`config.mk`:
```
export PLATFORM = sky130hd
export DESIGN_NAME = oisc_move_issuer
export DESIGN_NICKNAME = d
export VERILOG_FILES = /design/src/rtl/oisc_pkg.sv /design/src/rtl/oisc_hazard_unit.sv /design/src/rtl/oisc_move_issuer.sv
export SDC_FILE = /design/constraint.sdc
export NUM_CORES = 1
export LEC_CHECK = 0
export BUFFER_PORTS_ARGS = -buffer_cell sky130_fd_sc_hd__buf_2
export CELL_PAD_IN_SITES_DETAIL_PLACEMENT = 1
export CELL_PAD_IN_SITES_GLOBAL_PLACEMENT = 1
export CORE_ASPECT_RATIO = 1.25
export CORE_MARGIN = 4
export CORE_UTILIZATION = 41
export CTS_CLUSTER_DIAMETER = 50
export DETAILED_ROUTE_END_ITERATION = 6
export HOLD_SLACK_MARGIN = 0.08
export PLACE_DENSITY = 0.92
export SLEW_MARGIN = 20
export SYNTH_ARGS = -nofsm -noshare
export SYNTH_HDL_FRONTEND = slang
export SYNTH_SLANG_ARGS = --single-unit
```
`constraint.sdc`:
```
create_clock -name clk -period 3.5 [get_ports clk]
set_input_delay 0.35 -clock clk [delete_from_list [all_inputs] [get_ports clk]]
set_output_delay 0.35 -clock clk [all_outputs]
set_load 0.01 [all_outputs]
```
`src/rtl/oisc_pkg.sv`:
```
// Shared definitions for the OISC move datapath: bus widths, the move
// instruction layout and the port address map decoded by every responder.
package oisc_pkg;

  localparam int DATA_W = 8;
  localparam int ADDR_W = 7;
  localparam int CNT_W  = 16;

  localparam logic [ADDR_W-1:0] NULL_ADDR = '0;

  // Move instruction as it leaves the ROM: {imm, dst[6:0], src_or_imm[7:0]}.
  typedef struct packed {
    logic       imm;
    logic [6:0] dst;
    logic [7:0] src;
  } instr_t;

  typedef enum logic [ADDR_W-1:0] {
    P_NULL     = 7'h00,
    P_ACC      = 7'h01,
    P_ADD      = 7'h02,
    P_SUB      = 7'h03,
    P_AND      = 7'h04,
    P_BRZ      = 7'h05,
    P_PC       = 7'h06,
    P_MEM_ADDR = 7'h08,
    P_MEM_DATA = 7'h09
  } port_e;

endpackage

```
`src/rtl/oisc_hazard_unit.sv`:
```
// Stall decision for the move issuer: read-after-write interlock against the
// write in flight, plus the responder wait-state handshake.
module oisc_hazard_unit
  import oisc_pkg::*;
#(
  parameter int ADDR_W = oisc_pkg::ADDR_W
) (
  input  logic              d_valid,
  input  logic              d_imm,
  input  logic [ADDR_W-1:0] d_src,
  input  logic              wr_en,
  input  logic [ADDR_W-1:0] wr_addr,
  input  logic              src_wait,
  output logic              hold,
  output logic              advance
);

  logic reading;
  logic interlock;
  logic read_wait;

  assign reading = d_valid & ~d_imm;

  // No forwarding path: responders derive their read value from the written
  // one, so the read must wait until the pending write has landed.
  assign interlock = reading & wr_en & (d_src == wr_addr);
  assign read_wait = reading & src_wait;

  assign hold    = interlock | read_wait;
  assign advance = ~hold;

endmodule

```
`src/rtl/oisc_move_issuer.sv`:
```
// Bus initiator for the OISC datapath: decodes each move into a source read
// (D stage) and a registered destination write (W stage).
module oisc_move_issuer
  import oisc_pkg::*;
#(
  parameter int                DATA_W    = oisc_pkg::DATA_W,
  parameter int                ADDR_W    = oisc_pkg::ADDR_W,
  parameter logic [ADDR_W-1:0] NULL_ADDR = oisc_pkg::NULL_ADDR,
  parameter int                CNT_W     = oisc_pkg::CNT_W
) (
  input  logic              clk,
  input  logic              rst,
  input  logic [15:0]       instr,
  input  logic              flush,
  output logic [ADDR_W-1:0] src_addr,
  output logic              src_rd,
  input  logic [DATA_W-1:0] src_data,
  input  logic              src_wait,
  output logic [ADDR_W-1:0] wr_addr,
  output logic [DATA_W-1:0] wr_data,
  output logic              wr_en,
  output logic              hold,
  output logic [CNT_W-1:0]  retired
);

  instr_t            d_instr;
  logic              d_valid;
  logic              advance;
  logic [DATA_W-1:0] operand;
  logic [ADDR_W-1:0] d_dst;

  assign src_addr = d_instr.src[ADDR_W-1:0];
  assign src_rd   = d_valid & ~d_instr.imm;
  assign d_dst    = ADDR_W'(d_instr.dst);
  assign operand  = d_instr.imm ? DATA_W'(d_instr.src) : src_data;

  oisc_hazard_unit #(
    .ADDR_W(ADDR_W)
  ) u_hazard (
    .d_valid (d_valid),
    .d_imm   (d_instr.imm),
    .d_src   (src_addr),
    .wr_en   (wr_en),
    .wr_addr (wr_addr),
    .src_wait(src_wait),
    .hold    (hold),
    .advance (advance)
  );

  // D stage. A stall outranks flush: the squashed fetch is re-presented by
  // the pc block once hold drops.
  // NOTE: state registers use non-blocking assignments so every flop samples
  // the pre-edge values regardless of block ordering.
  always_ff @(posedge clk) begin
    if (rst) begin
      d_valid <= 1'b0;
      d_instr <= '0;
    end else if (advance) begin
      d_valid <= ~flush;
      d_instr <= instr_t'(instr);
    end
  end

  // W stage. Bubbles and stalls only drop the strobe; address and data keep
  // their last committed values.
  always_ff @(posedge clk) begin
    if (rst) begin
      wr_addr <= '0;
      wr_data <= '0;
      wr_en   <= 1'b0;
      retired <= '0;
    end else if (advance && d_valid) begin
      wr_addr <= d_dst;
      wr_data <= operand;
      wr_en   <= (d_dst != NULL_ADDR);
      retired <= retired + 1'b1;
    end else begin
      wr_en <= 1'b0;
    end
  end

endmodule

```
==> metrics.yaml <==
finish:
  final_cell_mix: "buf_2 (68), dfxtp_1 (49), nor2_1 (42), mux2i_1 (31)"
  area_growth_pct: 17.91
  fin_nets: 310
  final_common_cell: "buf_2"
  drive_gt1_share_pct: 33.33
  antenna_cells: 0
  layout.cells.non_filler: 346
worst_setup_path:
  crit_start: "d_instr[15]$_SDFFE_PP0N_"
  cp-start-kind: "flip-flop"
  r2r-end: "retired[3]$_SDFFE_PP0P_"
  critPathMaxFanout: 11
  r2r-start: "d_instr[15]$_SDFFE_PP0N_"
  endpoint_kind: "output port"
  setup.worst_path.class: "reg -> out"
  r2r_slack_ns: 0.90
  arrival_ns: 2.29
  r2r_cells: 5
  cp.required_ns: 3.15
clock_tree:
  cts_tree: "done"
  clk_path_buf_depth: 2
  cts_resized: 0
  cts_setup_buffers: 0
  cts.sinks: 49
  cts_buffers: 5
  root_buffer: "clkbuf_8"
  htreeDepth: 2
  clk_latency_ns: 0.30
  path_clk_slew_ns: 0.09
  cts_hold_buffers: 0
global_route:
  grt_pass1_vias: 1960
  antenna_found_initial: 0
  track_usage_pct: 17.00
  gr-total-overflow: 0
  grt_first_pass_wirelength_um: 9004
  grt_max_degree: 53
pwr:
  pwr-share-clk_pct: 35.7
  switchingPower_uw: 292.5
  vdd_drop_max_mv: 0.2719
  power_leakage_nw: 1.265
  p_total_mw: 1.147
  power_frac_seq_pct: 52.5
  power.share.combinational_pct: 11.8
  swShare_pct: 25.51
  internal-power_uw: 854.3
  pwr_density_cell_mw_per_mm2: 428.3
timing:
  slew_viol_final: 0
  max_slew.worst_pin.slew_ns: 1.011
  period_minus_slack_ns: 2.639
  tns_ns: 0
  hold_ws_ns: 0.2315
  max_freq_mhz: 378.9
  setup_viol: 0
  slew_headroom_pct: 32.58
  layout_setup_ws_ns: 0.8611
  worst_clock_skew_ns: 0.01046
  hold_viol: 0
  rsz0062_at_grt: "false"
  post-route-period-util_pct: 75.40
synthesis:
  async_flop_share_pct: 0
  synth_flop_cell: "dfxtp_1"
  synth_top_area_share_pct: 43.20
  ys_warn_count: 0
  syn_inst: 224
  synth-edff-count: 0
  yosys-top-cells-area: "dfxtp_1 (43%), mux2i_1 (14%), nor2_1 (6.9%)"
  syn_area_per_cell_um2: 10.14
  yosysTopAreaCell: "dfxtp_1"
  syn_nets: 253
  synth_cell_types: 36
  synth.cell_area_mm2: 0.002271
  seq_area_frac_synth_pct: 43.20
  ys_seq_elements: 49
flow_run:
  maxCapViolations: 0
worst_hold_path:
  hold_depth: 2
  hold_end: "d_valid$_SDFFE_PP0N_"
  hp-start: "flush"
  hp-class: "in -> reg"
placement:
  place.port_buffers: 68
  dp.cells: 338
  hpwl_um: 4139
  gp_congestion: 0.7448
  dp_slack_ns: 0.9228
floorplanning:
  fp.coreArea_mm2: 0.005405
  die_width_um: 74.57
  start_util_pct: 42.01
  num_rows: 30
  chipHeight_um: 91.21
  io_pins: 69
  die-area_mm2: 0.006801
detailed_routing:
  wl_um: 5487
  dr.pass1.iters: 4
  first_iter_violations: 26
  drt_drc_violations_left: 0
  ant_nets: 0
  wl_per_cell_um: 15.86
  vias: 1803
  vias_per_cell: 5.211
run_status:
  outcome: "completed"
[worst max-delay path by stage]
| stage | to | slack (ns) |
|---|---|---|
| after detailed placement | retired[3]$_SDFFE_PP0P_ | 0.92 |
| after global placement | retired[3]$_SDFFE_PP0P_ | 1.06 |
| final | hold | 0.86 |
| after global routing | hold | 0.69 |
| after floorplan | hold | 1.55 |
| after CTS | hold | 0.86 |
[synthesized netlist by cell type, types with 4 or more instances]
cell type  number
a211oi_2        8
buf_6           4
nand4_1         4
buf_4           7
a211oi_1        6
mux2i_1        31
dfxtp_1        49
clkbuf_1        6
inv_1           5
xnor2_1         8
nor2_1         42
xor2_1          7
a21oi_1         5
nor2b_1         4
and3_1          4
[registers in the layout, indices dropped and copies added, names as in the netlist]
signal,flops
wr_addr,7
retired,16
wr_en,1
wr_data,8
d_dst,7
d_instr,2
src_addr,7
d_valid,1
[metal layers]
layer	up-vias	share of wire (%)	global-route usage (%)
met3	8	5.7	4.873
met4	0	1.5	5.786
met1	871	40	18.97
met5	-	0	0
met2	47	52	29.91
li1	877	-	-
[worst max-delay path, cell delays in order, from the launching register on]
cell,delay (ns)
dfxtp_1,0.50
nand3b_1,0.30
nor4_4,0.54
a22oi_2,0.35
inv_1,0.15
buf_2,0.14
[power by group through the flow]
stage / clock [mW] / sequential (mW) / combinational (mW)
2_1_floorplan: 0 / 0.613 / 0.0988
3_3_place_gp: 0 / 0.614 / 0.132
3_5_place_dp: 0 / 0.616 / 0.137
4_1_cts: 0.418 / 0.603 / 0.138
5_1_grt: 0.449 / 0.606 / 0.150
6_report: 0.409 / 0.602 / 0.136
[final cells by class]
type / count / area, µm²
Clock buffer: 6 / 72.57
Clock inverter: 2 / 38.79
Tap cell: 64 / 80.08
Fill cell: 661 / 2728
Timing Repair Buffer: 69 / 347.8
Sequential cell: 49 / 980.9
Inverter: 5 / 18.77
Multi-Input combinational cell: 151 / 1139
[metrics by stage]
step                      util (%)  instance area (µm²)
final                        49.54                 2678
after global placement       47.48                 2566
after floorplan                  -                 2271
after global routing         49.54                 2678
after CTS                    49.54                 2678
after detailed placement     47.48                 2566
[cell families after synthesis]
group,share of synthesized area (%)
DFF,43.20
buffers and inverters,6.997
xor gates and xnor gates,5.785
and+or+nand+nor,17.36
AOI/OAI and AO/OA,10.80
muxes,15.32
adders and majority gates,0.5509
Power figures use the tool's default switching activity.
